### config.mk
export PLATFORM = sky130hd
export DESIGN_NAME = maxnet_mem_writer_flat
export DESIGN_NICKNAME = d
export VERILOG_FILES = /design/src/rtl/maxnet_pkg.sv /design/src/rtl/maxnet_mem_writer_if.sv /design/src/rtl/maxnet_mem_writer_regfile.sv /design/src/rtl/maxnet_mem_writer.sv /design/src/flat_wrapper.sv
export SDC_FILE = /design/constraint.sdc
export NUM_CORES = 1
export LEC_CHECK = 0
export ABC_AREA = 1
export CELL_PAD_IN_SITES_DETAIL_PLACEMENT = 0
export CELL_PAD_IN_SITES_GLOBAL_PLACEMENT = 1
export CORE_AREA = 2 2 267 269
export CTS_CLUSTER_SIZE = 20
export DETAILED_ROUTE_END_ITERATION = 12
export DIE_AREA = 0 0 269 271
export PLACE_DENSITY_LB_ADDON = 0.1
export SETUP_SLACK_MARGIN = 0.1
export SYNTH_ARGS = -nofsm -noshare
export SYNTH_HDL_FRONTEND = slang
export SYNTH_SLANG_ARGS = --single-unit
### constraint.sdc
create_clock -name clk -period 5.8 [get_ports clk]
set_input_delay 0.58 -clock clk [delete_from_list [all_inputs] [get_ports clk]]
set_output_delay 0.58 -clock clk [all_outputs]
set_load 0.03 [all_outputs]
### src/rtl/maxnet_pkg.sv
// Shared constants and state encoding for the Maxnet operand store writer.
package maxnet_pkg;

    localparam int DATA_W    = 32;
    localparam int N         = 4;
    localparam int NW        = N * N;
    localparam int FRAME_LEN = N + NW;
    localparam int CNT_W     = $clog2(FRAME_LEN + 1);
    localparam int IDX_W     = $clog2(FRAME_LEN);

    typedef enum logic [1:0] {
        LOAD_X = 2'd0,
        LOAD_W = 2'd1,
        FULL   = 2'd2
    } state_t;

endpackage

### src/rtl/maxnet_mem_writer_if.sv
// Word stream, release handshake and flat operand buses between source/consumer and writer.
interface maxnet_mem_writer_if;
    import maxnet_pkg::*;

    logic                   in_valid;
    logic                   in_ready;
    logic [DATA_W-1:0]      in_data;
    // "release" is a reserved word, hence the suffix
    logic                   release_pulse;
    logic [N*DATA_W-1:0]    x_flat;
    logic [NW*DATA_W-1:0]   w_flat;
    logic                   mem_valid;
    logic                   start;
    logic [CNT_W-1:0]       word_cnt;

    modport master (
        output in_valid, in_data, release_pulse,
        input  in_ready, x_flat, w_flat, mem_valid, start, word_cnt
    );

    modport slave (
        input  in_valid, in_data, release_pulse,
        output in_ready, x_flat, w_flat, mem_valid, start, word_cnt
    );

endinterface

### src/rtl/maxnet_mem_writer_regfile.sv
// Frame register file: one write port by slot index, flat read-out, synchronous clear.
module maxnet_word_regfile
    import maxnet_pkg::*;
(
    input  logic                          clk,
    input  logic                          rst,
    input  logic                          i_we,
    input  logic [IDX_W-1:0]              i_idx,
    input  logic [DATA_W-1:0]             i_data,
    output logic [FRAME_LEN*DATA_W-1:0]   o_flat
);

    logic [DATA_W-1:0] r_mem [FRAME_LEN];

    always_ff @(posedge clk) begin
        if (rst) begin
            for (int k = 0; k < FRAME_LEN; k++) begin
                r_mem[k] <= '0;
            end
        end else if (i_we && (i_idx < IDX_W'(FRAME_LEN))) begin
            r_mem[i_idx] <= i_data;
        end
    end

    for (genvar g = 0; g < FRAME_LEN; g++) begin : g_flat
        assign o_flat[g*DATA_W +: DATA_W] = r_mem[g];
    end

endmodule

### src/rtl/maxnet_mem_writer.sv
// Loads X then W words into the frame store, flags a complete frame and waits for release.
module maxnet_mem_writer
    import maxnet_pkg::*;
(
    input  logic               clk,
    input  logic               rst,
    maxnet_mem_writer_if.slave bus
);

    state_t                      r_state;
    state_t                      w_next_state;
    logic [CNT_W-1:0]            r_cnt;
    logic [CNT_W-1:0]            w_next_cnt;
    logic                        r_mem_valid;
    logic                        w_next_mem_valid;
    logic                        r_start;
    logic                        w_next_start;
    logic                        w_in_ready;
    logic                        w_accept;
    logic                        w_we;
    logic [FRAME_LEN*DATA_W-1:0] w_flat_all;

    // Ready is a pure state decode so there is no path from in_valid to in_ready
    assign w_in_ready = (r_state != FULL);
    assign w_accept   = bus.in_valid && w_in_ready;

    always_ff @(posedge clk) begin
        if (rst) begin
            r_state     <= LOAD_X;
            r_cnt       <= '0;
            r_mem_valid <= 1'b0;
            r_start     <= 1'b0;
        end else begin
            r_state     <= w_next_state;
            r_cnt       <= w_next_cnt;
            r_mem_valid <= w_next_mem_valid;
            r_start     <= w_next_start;
        end
    end

    always_comb begin
        w_next_state     = r_state;
        w_next_cnt       = r_cnt;
        w_next_mem_valid = r_mem_valid;
        w_next_start     = 1'b0;
        w_we             = 1'b0;
        case (r_state)
            LOAD_X: begin
                if (w_accept) begin
                    w_we       = 1'b1;
                    w_next_cnt = r_cnt + CNT_W'(1);
                    if (r_cnt == CNT_W'(N - 1)) begin
                        w_next_state = LOAD_W;
                    end
                end
            end
            LOAD_W: begin
                if (w_accept) begin
                    w_we       = 1'b1;
                    w_next_cnt = r_cnt + CNT_W'(1);
                    if (r_cnt == CNT_W'(FRAME_LEN - 1)) begin
                        w_next_state     = FULL;
                        w_next_mem_valid = 1'b1;
                        w_next_start     = 1'b1;
                    end
                end
            end
            FULL: begin
                // Counter parks at FRAME_LEN here, which is what keeps it from wrapping
                if (bus.release_pulse) begin
                    w_next_state     = LOAD_X;
                    w_next_mem_valid = 1'b0;
                    w_next_cnt       = '0;
                end
            end
            default: begin
                w_next_state = LOAD_X;
            end
        endcase
    end

    maxnet_word_regfile u_regfile (
        .clk    (clk),
        .rst    (rst),
        .i_we   (w_we),
        .i_idx  (r_cnt[IDX_W-1:0]),
        .i_data (bus.in_data),
        .o_flat (w_flat_all)
    );

    assign bus.in_ready  = w_in_ready;
    assign bus.x_flat    = w_flat_all[N*DATA_W-1:0];
    assign bus.w_flat    = w_flat_all[FRAME_LEN*DATA_W-1:N*DATA_W];
    assign bus.mem_valid = r_mem_valid;
    assign bus.start     = r_start;
    assign bus.word_cnt  = r_cnt;

endmodule

### src/flat_wrapper.sv
// flat-port wrapper written by rule: the top's interface ports become plain ports
module maxnet_mem_writer_flat import maxnet_pkg::*;
  (clk, rst, bus_in_valid, bus_in_data, bus_release_pulse, bus_in_ready, bus_x_flat, bus_w_flat, bus_mem_valid, bus_start, bus_word_cnt);
  maxnet_mem_writer_if bus_i ();
  input  logic clk;
  input  logic rst;
  input wire logic [$bits(bus_i.in_valid)-1:0] bus_in_valid;
  input wire logic [$bits(bus_i.in_data)-1:0] bus_in_data;
  input wire logic [$bits(bus_i.release_pulse)-1:0] bus_release_pulse;
  output wire logic [$bits(bus_i.in_ready)-1:0] bus_in_ready;
  output wire logic [$bits(bus_i.x_flat)-1:0] bus_x_flat;
  output wire logic [$bits(bus_i.w_flat)-1:0] bus_w_flat;
  output wire logic [$bits(bus_i.mem_valid)-1:0] bus_mem_valid;
  output wire logic [$bits(bus_i.start)-1:0] bus_start;
  output wire logic [$bits(bus_i.word_cnt)-1:0] bus_word_cnt;
  assign bus_i.in_valid = bus_in_valid;
  assign bus_i.in_data = bus_in_data;
  assign bus_i.release_pulse = bus_release_pulse;
  assign bus_in_ready = bus_i.in_ready;
  assign bus_x_flat = bus_i.x_flat;
  assign bus_w_flat = bus_i.w_flat;
  assign bus_mem_valid = bus_i.mem_valid;
  assign bus_start = bus_i.start;
  assign bus_word_cnt = bus_i.word_cnt;
  maxnet_mem_writer u_core (.clk(clk), .rst(rst), .bus(bus_i));
endmodule
Yosys cells after proc, flatten, opt, wreduce, memory -nomap -nowiden --
Memory sizes are Yosys's and may differ from the RTL's. Index checks and enable logic that the tools add are counted.
Storage, ports and cells: register bits 9, logic and storage cells 55, input bits 36, memories kept 1, memory bits (writable) 640, output and inout bits 648
Memories:
- u_core.u_regfile.r_mem | words 20, width 32, rd ports 20, clocked after memory_dff 0, wr ports 20, RTL line maxnet_mem_writer_regfile.sv:13 | logic [DATA_W-1:0] r_mem [FRAME_LEN];
Cells by class: reduce and logical (&&, ||, !) cells 11, equal/unequal tests 11, $add $sub $neg 1, bitwise gates (word level) 2, $lt $le $gt $ge 1, multiplexer cells 24
Operators with widths (number):
- $mux W32 | 1
- $reduce_or A32 Y1 | 1
- $mux W5 | 3
- $mux W1 | 12
- $mux W2 | 5
- $ne A2 B1 Y1 const B | 5
- $pmux W5 S2 | 1
- $pmux W2 S3 | 1
- $add A5 B1 Y5 const B | 1
- $eq A5 B2 Y1 const B | 1
- $eq A5 B5 Y1 const B | 1
- $lt A5 B5 Y1 const B | 1
- $reduce_and A5 Y1 | 1
- $ne A2 B2 Y1 const B | 2
- $reduce_and A4 Y1 | 1
- $reduce_bool A2 Y1 | 2
- $reduce_and A3 Y1 | 1
- $reduce_or A3 Y1 | 1
- $eq A2 B1 Y1 const B | 1
- $eq A2 B2 Y1 const B | 1
- $logic_and A1 B1 Y1 | 2
- $logic_not A2 Y1 | 1
- $not A1 Y1 | 2
- $pmux W1 S2 | 1
- $reduce_or A2 Y1 | 1

Longest topological paths before layout --
Gate-level depths: netlist of run 1.
depth in word-level cells 10, depth in mapped cells 9, depth with buffers taken out 7

Modules after synthesis --
A second synthesis of run 1 with hierarchy kept.
Second synthesis, totals: cell total of the unflattened synthesis 1569, area, all modules 23696.5 um^2
By module, submodules not included:
- maxnet_word_regfile | cells each 1501, area an instance 23226.0 um^2, instances 1, sequential area each 19218.4 um^2
- maxnet_mem_writer | cells each 68, area an instance 470.5 um^2, instances 1, sequential area each 180.2 um^2

Least setup slack after synthesis of run 1 --
OpenSTA, ideal clock, no wires.
kind reg-to-reg, start point register u_core.r_cnt[0] (netlist: u_core.bus.word_cnt[0]), end point memory u_core.u_regfile.r_mem[19][0], enable pin, stages on the path, launching flop included 8, arrival time 2294 ps, setup slack 3116 ps, required time 5411 ps, clock period less this slack 2684 ps, path buffers 2, setup time 389 ps, cell sequence dfxtp_1 > ha_1 > buf_2 > inv_1 > nor2_1 > nand2_4 > buf_4 > nand2_1
RTL lines:
- start: declaration | RTL line maxnet_mem_writer.sv:12 | logic [CNT_W-1:0] r_cnt;
- start signal: assignment | RTL line maxnet_mem_writer.sv:35 | r_cnt <= w_next_cnt;
- end: declaration | RTL line maxnet_mem_writer_regfile.sv:13

==> results.txt, run 1 <==
- The clock arrives with roughly 21 ps of skew.
* Total die area: ~73000 µm²
- CTS placed an instance of sky130_fd_sc_hd__clkbuf_16 at the clock tree root.
- Measured against the total synthesized area, the mux share comes to 0%.
- Deepest level of the CTS H-tree: 3
- The HPWL after detailed placement is around 65000 µm.
- Clock latency on the worst-skew pair, taken at its later pin, is 610 ps.
* Post-route minimum period: roughly 3500 ps
- Tightest Pin Transition: approximately 1100 ps
* Leading cell types in the layout, fill and taps excluded: 683 x sky130_fd_sc_hd__clkdlybuf4s50_1, 640 x sky130_fd_sc_hd__edfxtp_1, 608 x sky130_fd_sc_hd__nor2_1
- Most common cell after layout, fill and taps aside: sky130_fd_sc_hd__clkdlybuf4s50_1
- Post-layout power: 10.9 mW
* Synthesized-area fraction occupied by adder cells: less than 1%
- Total nets after synthesis: approximately 1600
- Pre-CTS worst setup slack: 1680 ps
- The worst setup path is captured at a flop.
- On the worst path, the slowest cell contributes a delay of 830 ps.
- Floorplan row count: 97
- Ratio of routed vias to standard cells: ~4.8
- Deepest clock path buffer count: 3
- Distinct cell type count after synthesis: 26
- Height of the die: 271 µm
- Wires add up to between 90000 and 100000 µm.
* Class of the most critical hold timing path: flop to flop
* Clock slew at reported path FFs: roughly 60 ps
- Cell type group with the largest total delay on the critical path: simple AND/OR/NAND/NOR gates
* Post-CTS sizing: 0
- Critical path type: input port to flop
- Detailed routing inserted a total of 15375 vias.
- Count of port buffers added during placement: slightly below 700
* Required time at the endpoint of the critical path: approximately 6000 ps
* Cells along the critical path: clkdlybuf4s50_1, nand2_1, inv_1, o21ai_2, nor2_4, buf_4, nand3_4, nand2_2
- Power per standard cell area: about 330 nW/µm²
- Count of endpoints failing setup in the final report: 0
* Number of hold buffers added after CTS: 0
- After global routing the overflow that remains totals 0.
- Part of the cycle the worst path needs: 59.5%
- XOR/XNOR share of the synthesized area: less than 1%
- Reported max-cap violation count: 0
- Setup slack closes at between 2000 and 2500 ps.
- Layout Utilization: a little under half
* Area growth, synth to finish: 40.4%
* Buffer and inverter count on the worst path: 3
* Setup repair after global routing missed its margin: false
- The detailed router finished its first iteration with approximately 1300 violations.
- Number of placed I/O pins: slightly below 700
* Avg Synthesized Cell Area: between 15 and 20 µm²
- Upper clock frequency limit: between 200 and 300 MHz
- For the worst setup path, the data arrival time is between 3000 and 4000 ps.
* Simple-gate share of the synthesized area: 13.2%
- In the routed design, unresolved DRC markers number 0.
- Slowest stage cell, crit path: sky130_fd_sc_hd__nand2_2
- Number of nets with antenna violations after routing: 0
- Final total negative setup slack: 0 ps
- Of all nets on the critical path, the largest fanout is 33.
- Maximum number of pins on one net before global-route repair: 34
* Leakage power: between 10 and 15 nW
- The core region is 69800 µm².
- Final Hold Viols: 0
- TritonCTS buffer count: just over 70
- Synthesis handed over a netlist of roughly 1600 instances.
* Synth warnings: 0
* Synthesized flop and latch total: around 650
- Main combinational cell family by area after synthesis: simple AND/OR/NAND/NOR gates
- Overall die width: 269 µm
- Number of max-slew violations in the final report: 0
* Ratio of cells with drive above 1 in the final layout: 9.28%
- Headroom to the max-slew limit came out at a little over a quarter.
- Global-route wire length before repair: 128000 µm
- The synthesized netlist devotes 0.163% of its cell area to compound gates.
- IR analysis of the VDD net gives a maximum drop of approximately 0.21 mV.
* CTS tree: built
- CP startpoint kind: input port
- The run finished with clean final reports.
- The net count of the finished layout is 2263.
* Global-route usage over all layers: between 20% and 30%
- The via count of the first global-routing pass is between 15000 and 20000.
- CTS saw around 650 sinks.
* Register area share after synthesis: slightly above 80%
* Effective utilization at floorplan: 34.1%
- Routability-driven placement finished with a final weighted congestion of 0.795.
- The number of antenna diodes in the final layout is 0.
* Initial antenna violation count: 0
- The synthesized netlist occupies a cell area of around 24000 µm².
- Dividing the detail-routed wire length by the instance count gives slightly below 30 µm.
- The first detailed-routing pass ran for 5 iterations.
- In this run the post-CTS setup repair buffer count came out at 0.
## worst reg2reg max path, delay by kind of cell, from the launching register on
kind	cells	cell delay, ps
AND/OR/NAND/NOR	4	2030
buffers and inverters	1	400
flip-flops	1	430
AO/OA/AOI/OAI	1	90
## final cells by class
| class | instances | area, µm² |
|---|---|---|
| Clock buffer | 86 | 1880 |
| Clock inverter | 38 | 340 |
| Fill cell | 6088 | 36400 |
| Inverter | 47 | 176 |
| Multi-Input combinational cell | 733 | 3270 |
| Sequential cell | 649 | 19400 |
| Tap cell | 940 | 1180 |
| Timing Repair Buffer | 721 | 7120 |
## worst paths after layout
path	endpoint	cells past startpoint	from	slack, ps
worst max-delay path	u_core.u_regfile.r_mem[0][16]	8	bus_in_valid	2350
worst min-delay path	u_core.bus.mem_valid	2	u_core.bus.mem_valid	480
worst max register to register	u_core.u_regfile.r_mem[0][16]	6	u_core.bus.word_cnt[2]	2440
worst min register to register	u_core.bus.mem_valid	2	u_core.bus.mem_valid	480
## metrics by stage
step	instance area [µm²]	cells	hold slack [ps]
global route	33400	3214	529
floorplan	23800	1559	536
detailed placement	31100	3090	471
global placement	31100	3090	476
finish	33400	3214	478
CTS	33400	3214	481
## synthesized netlist by cell type, drive strengths merged
cell type	n	area, µm²
clkbuf	66	248
dfxtp	9	180
o21ai	2	13.8
nand2	40	158
nor2	649	2540
buf	64	706
a21oi	5	25.0
xor2	1	8.76
clkinv	1	3.75
inv	46	173
edfxtp	640	19200
nor3	4	53.8
ha	4	50.1
nand3	24	358
nand4	4	25.0
## registers in the layout (all words and copies together) (netlist names)
name	flops
u_core.bus.mem_valid	1
u_core.bus.start	1
u_core.bus.word_cnt	5
u_core.r_state	2
u_core.u_regfile.r_mem	640
## per-layer routing
| metal | part of all wire [%] | GRT usage (%) | vias up | wire (µm) |
|---|---|---|---|---|
| met5 | 0 | 0 | - | 0 |
| met4 | 1.9 | 5.92 | 0 | 1800 |
| met3 | 9.8 | 8.58 | 101 | 9230 |
| met2 | 50 | 43.7 | 724 | 47200 |
| met1 | 38 | 31.0 | 7930 | 35900 |
| li1 | - | - | 6620 | - |
## power by group
group	internal (mW)	total [mW]	switching [mW]
clock	2.56	4.40	1.84
combinational	0.332	1.12	0.785
sequential	5.32	5.40	0.0806
## cell families (layout without fill, tap and decap cells)
group                    Yosys count  in the layout
XOR/XNOR                           1              1
flip-flops                       649            649
adder cells (fa/ha/maj)            4              4
buffers and inverters            177            892
AND/OR/NAND/NOR                  721            721
AO/OA/AOI/OAI                      7              7
Power figures use the tool's default switching activity.
==> run 2, diff against run 1 <==
Settings changed: CORE_AREA 2 2 267 269 to 2 2 269 271, DIE_AREA 0 0 269 271 to 0 0 271 273.
Clock period 5.8 ns to 3.3 ns, I/O delays scaled along.
==> run 2 against run 1 <==
Power is 76% higher. Core utilization shrank 0.23 points. Critical endpoint is now bus_word_cnt[4]. First-iteration DRC count increased by 27%. Sequential power increased by 75%. Combinational power up 79%. Clock power grew 77%. Largest power group unchanged. Cell count rose by 1.5%. Global-route usage is 1.4 points lower. Die area increased by 1.5%. Non-clock buffer count is 38 higher. Wire length fell by 3.2%. Critical path depth is 7 lower. Highest routed layer unchanged.
==> results.txt, run 2 (synthesis gave the netlist of run 1 again) <==
- STA puts the critical path data required time at slightly below 3000 ps.
- Number of nets with antenna violations after routing: 0
* Ratio of cells with drive above 1 in the final layout: between 10% and 20%
- Cells along the critical path: clkdlybuf4s50_1
- Cell type group with the largest total delay on the critical path: buffers and inverters
* Height of the die: approximately 270 µm
- approximately 680 I/O pins were placed.
* Slowest stage cell, crit path: sky130_fd_sc_hd__clkdlybuf4s50_1
- Post-CTS repair timing setup buffer count: 0
* CP arrival: approximately 2000 ps
- Vias: 15369
- RR Endpoint: u_core.u_regfile.r_mem[15][1]
* Vias in the first global route: about 15000
- Setup total negative slack on the finished layout was measured at 0 ps.
- After global routing the overflow that remains totals 0.
- Number of max-slew violations in the final report: 0
* Leading cell types in the layout, fill and taps excluded: 683 x sky130_fd_sc_hd__clkdlybuf4s50_1, 640 x sky130_fd_sc_hd__edfxtp_1, 608 x sky130_fd_sc_hd__nor2_1
- Final Hold Viols: 0
- The worst pin sits at a relative slew slack of between 40% and 50%.
- Deepest clock path buffer count: 3
* Placed cell count: about 3100
* CTS tree: built
- For this run, the top clock speed supported by timing is roughly 420 MHz.
- IR analysis of the VDD net gives a maximum drop of ~0.36 mV.
- Tightest Pin Transition: around 840 ps
* Diode count: 0
- Counting I/O delays and the setup requirement, the final critical path takes ~2400 ps.
* Residual DRC: 0
* Routed wire length: 91100 µm
* Launching point of the worst reg2reg path: u_core.bus.word_cnt[2]
- The flow ran to the end, and the final reports show no timing, DRC or antenna violations.
* Number of cells in the finished layout apart from fillers: between 3000 and 4000
- Deepest level of the CTS H-tree: 3
- Class of the most critical hold timing path: input port to flop
* Total non-filler cell area in the finished layout: 33800 µm²
- Routability-driven placement finished with a final weighted congestion of between 0.8 and 0.9.
- Power spread over the standard cell area amounts to between 500 and 600 nW/µm².
* Skew final: about 24 ps
- Global routing consumed, on the met1 layer, between 20 and 30% of the routing resources.
- Setup slack on the worst reg-to-reg path comes out at slightly below 1000 ps.
* Number of hold buffers added after CTS: 0
- After clock tree synthesis, the repair step resized 0 gates.
- Counting cells, the worst reg-to-reg path comes to 5.
- Overall die width: between 200 and 300 µm
* Clock latency on the worst-skew pair: 600 ps
- Hold path startpoint: bus_in_valid
- The register with the most flip-flops in the layout has 640 of them.
- Counting flops per register, the top entry is u_core.u_regfile.r_mem.
* Part of the cycle the worst path needs: 71.3%
- The HPWL after detailed placement is between 60000 and 70000 µm.
* Longest individual stage delay on the worst path: 800 ps
* DR pass1 iterations: 6
* Effective utilization at floorplan: approximately 33%
* Floorplan row count: 98
* Core outline area: 71000 µm²
- Setup slack after layout: 946 ps
* Initial detailed-routing violation count: ~1600
- Global-route wire length before repair: roughly 120000 µm
* Count of port buffers added during placement: 683
- Total die area: 74000 µm²
- Number of sinks on the clock net: between 600 and 700
- Across the run, the number of max-cap violations was 0.
- Count of endpoints failing setup in the final report: 0
* GR met2 Demand/Resource: 41.1%
- Hold-critical path depth: 3
- The tree is rooted in a sky130_fd_sc_hd__clkbuf_16.
- The number of clock buffers added by TritonCTS is 72.
* GR peak layer: met2
- Area growth, synth to finish: 42.1%
- By startpoint and endpoint, the worst setup path is classified as flop to output port.
- Initial antenna violation count: 1
- The worst setup path is launched from a flop.
* Type of element capturing the critical path: output port
* Most common cell after layout, fill and taps aside: sky130_fd_sc_hd__clkdlybuf4s50_1
- Clock-pin slew was measured on the worst setup and hold paths at about 60 ps.
* Layout Utilization: between 40 and 50%
- After detailed routing, the average wire length per cell comes to 27.9 µm.
* Maximum number of pins on one net before global-route repair: 33
- At the end of the flow, the number of nets in the layout was 2302.
* Ratio of routed vias to standard cells: 4.71
- Placement Cell Area: between 30000 and 40000 µm²
- Global routing used between 7 and 8% of the available met3 tracks.
- Setup repair after global routing left no endpoint under its margin.
* Pre-CTS worst setup slack: approximately 650 ps
- For hold timing, the worst endpoint is u_core.r_state[0].
* Largest fanout on the critical path: 8
- The filler cells instantiated in the layout total around 6200.
* Buffer and inverter count on the worst path: 1
* Leakage power: ~13 nW
- Global-route usage over all layers: 24.2%
-- run 2: worst register-to-register path: cells and delay by family (launching register included) --
family | cells | cell delay, ps
flip-flops | 1 | 580
buffers and inverters | 2 | 630
AND/OR/NAND/NOR | 3 | 700
-- run 2: layer usage --
layer	wire length, µm	up-vias
li1	-	6686
met1	35400	7883
met2	45200	694
met3	8260	106
met4	2280	0
met5	0	-
-- run 2: layout make-up --
type | instances | area (µm²) | share of cell area (%)
sequential | 649 | 19400 | 57.4
timing repair buffer | 759 | 7490 | 22.2
tap | 950 | 1190 | 3.52
clock buffer | 88 | 1900 | 5.64
inverter | 47 | 176 | 0.522
multi-input combinational | 733 | 3270 | 9.68
clock inverter | 37 | 339 | 1.00
-- run 2: worst max-delay path by stage --
stage                                 startpoint                        endpoint  slack (ps)  depth (start not counted)
after global routing      u_core.bus.word_cnt[2]  u_core.u_regfile.r_mem[14][16]         870                          5
after CTS                 u_core.bus.word_cnt[4]                 bus_word_cnt[4]         880                          1
after floorplan           u_core.bus.word_cnt[0]   u_core.u_regfile.r_mem[19][0]         620                          7
after detailed placement            bus_in_valid    u_core.u_regfile.r_mem[8][3]         650                          9
final                     u_core.bus.word_cnt[4]                 bus_word_cnt[4]         950                          1
after global placement              bus_in_valid   u_core.u_regfile.r_mem[8][31]         720                          9
-- run 2: through the flow --
step / total power, mW / hold slack, ps
2_1_floorplan: 10.6 / 399
3_3_place_gp: 11.7 / 488
3_5_place_dp: 11.7 / 470
4_1_cts: 19.4 / 370
5_1_grt: 19.8 / 409
6_report: 19.3 / 408
-- run 2: power breakdown --
| group | internal (mW) | switching [mW] | total, mW |
|---|---|---|---|
| Combinational | 0.612 | 1.39 | 2.00 |
| Sequential | 9.35 | 0.115 | 9.46 |
| Clock | 4.56 | 3.24 | 7.80 |
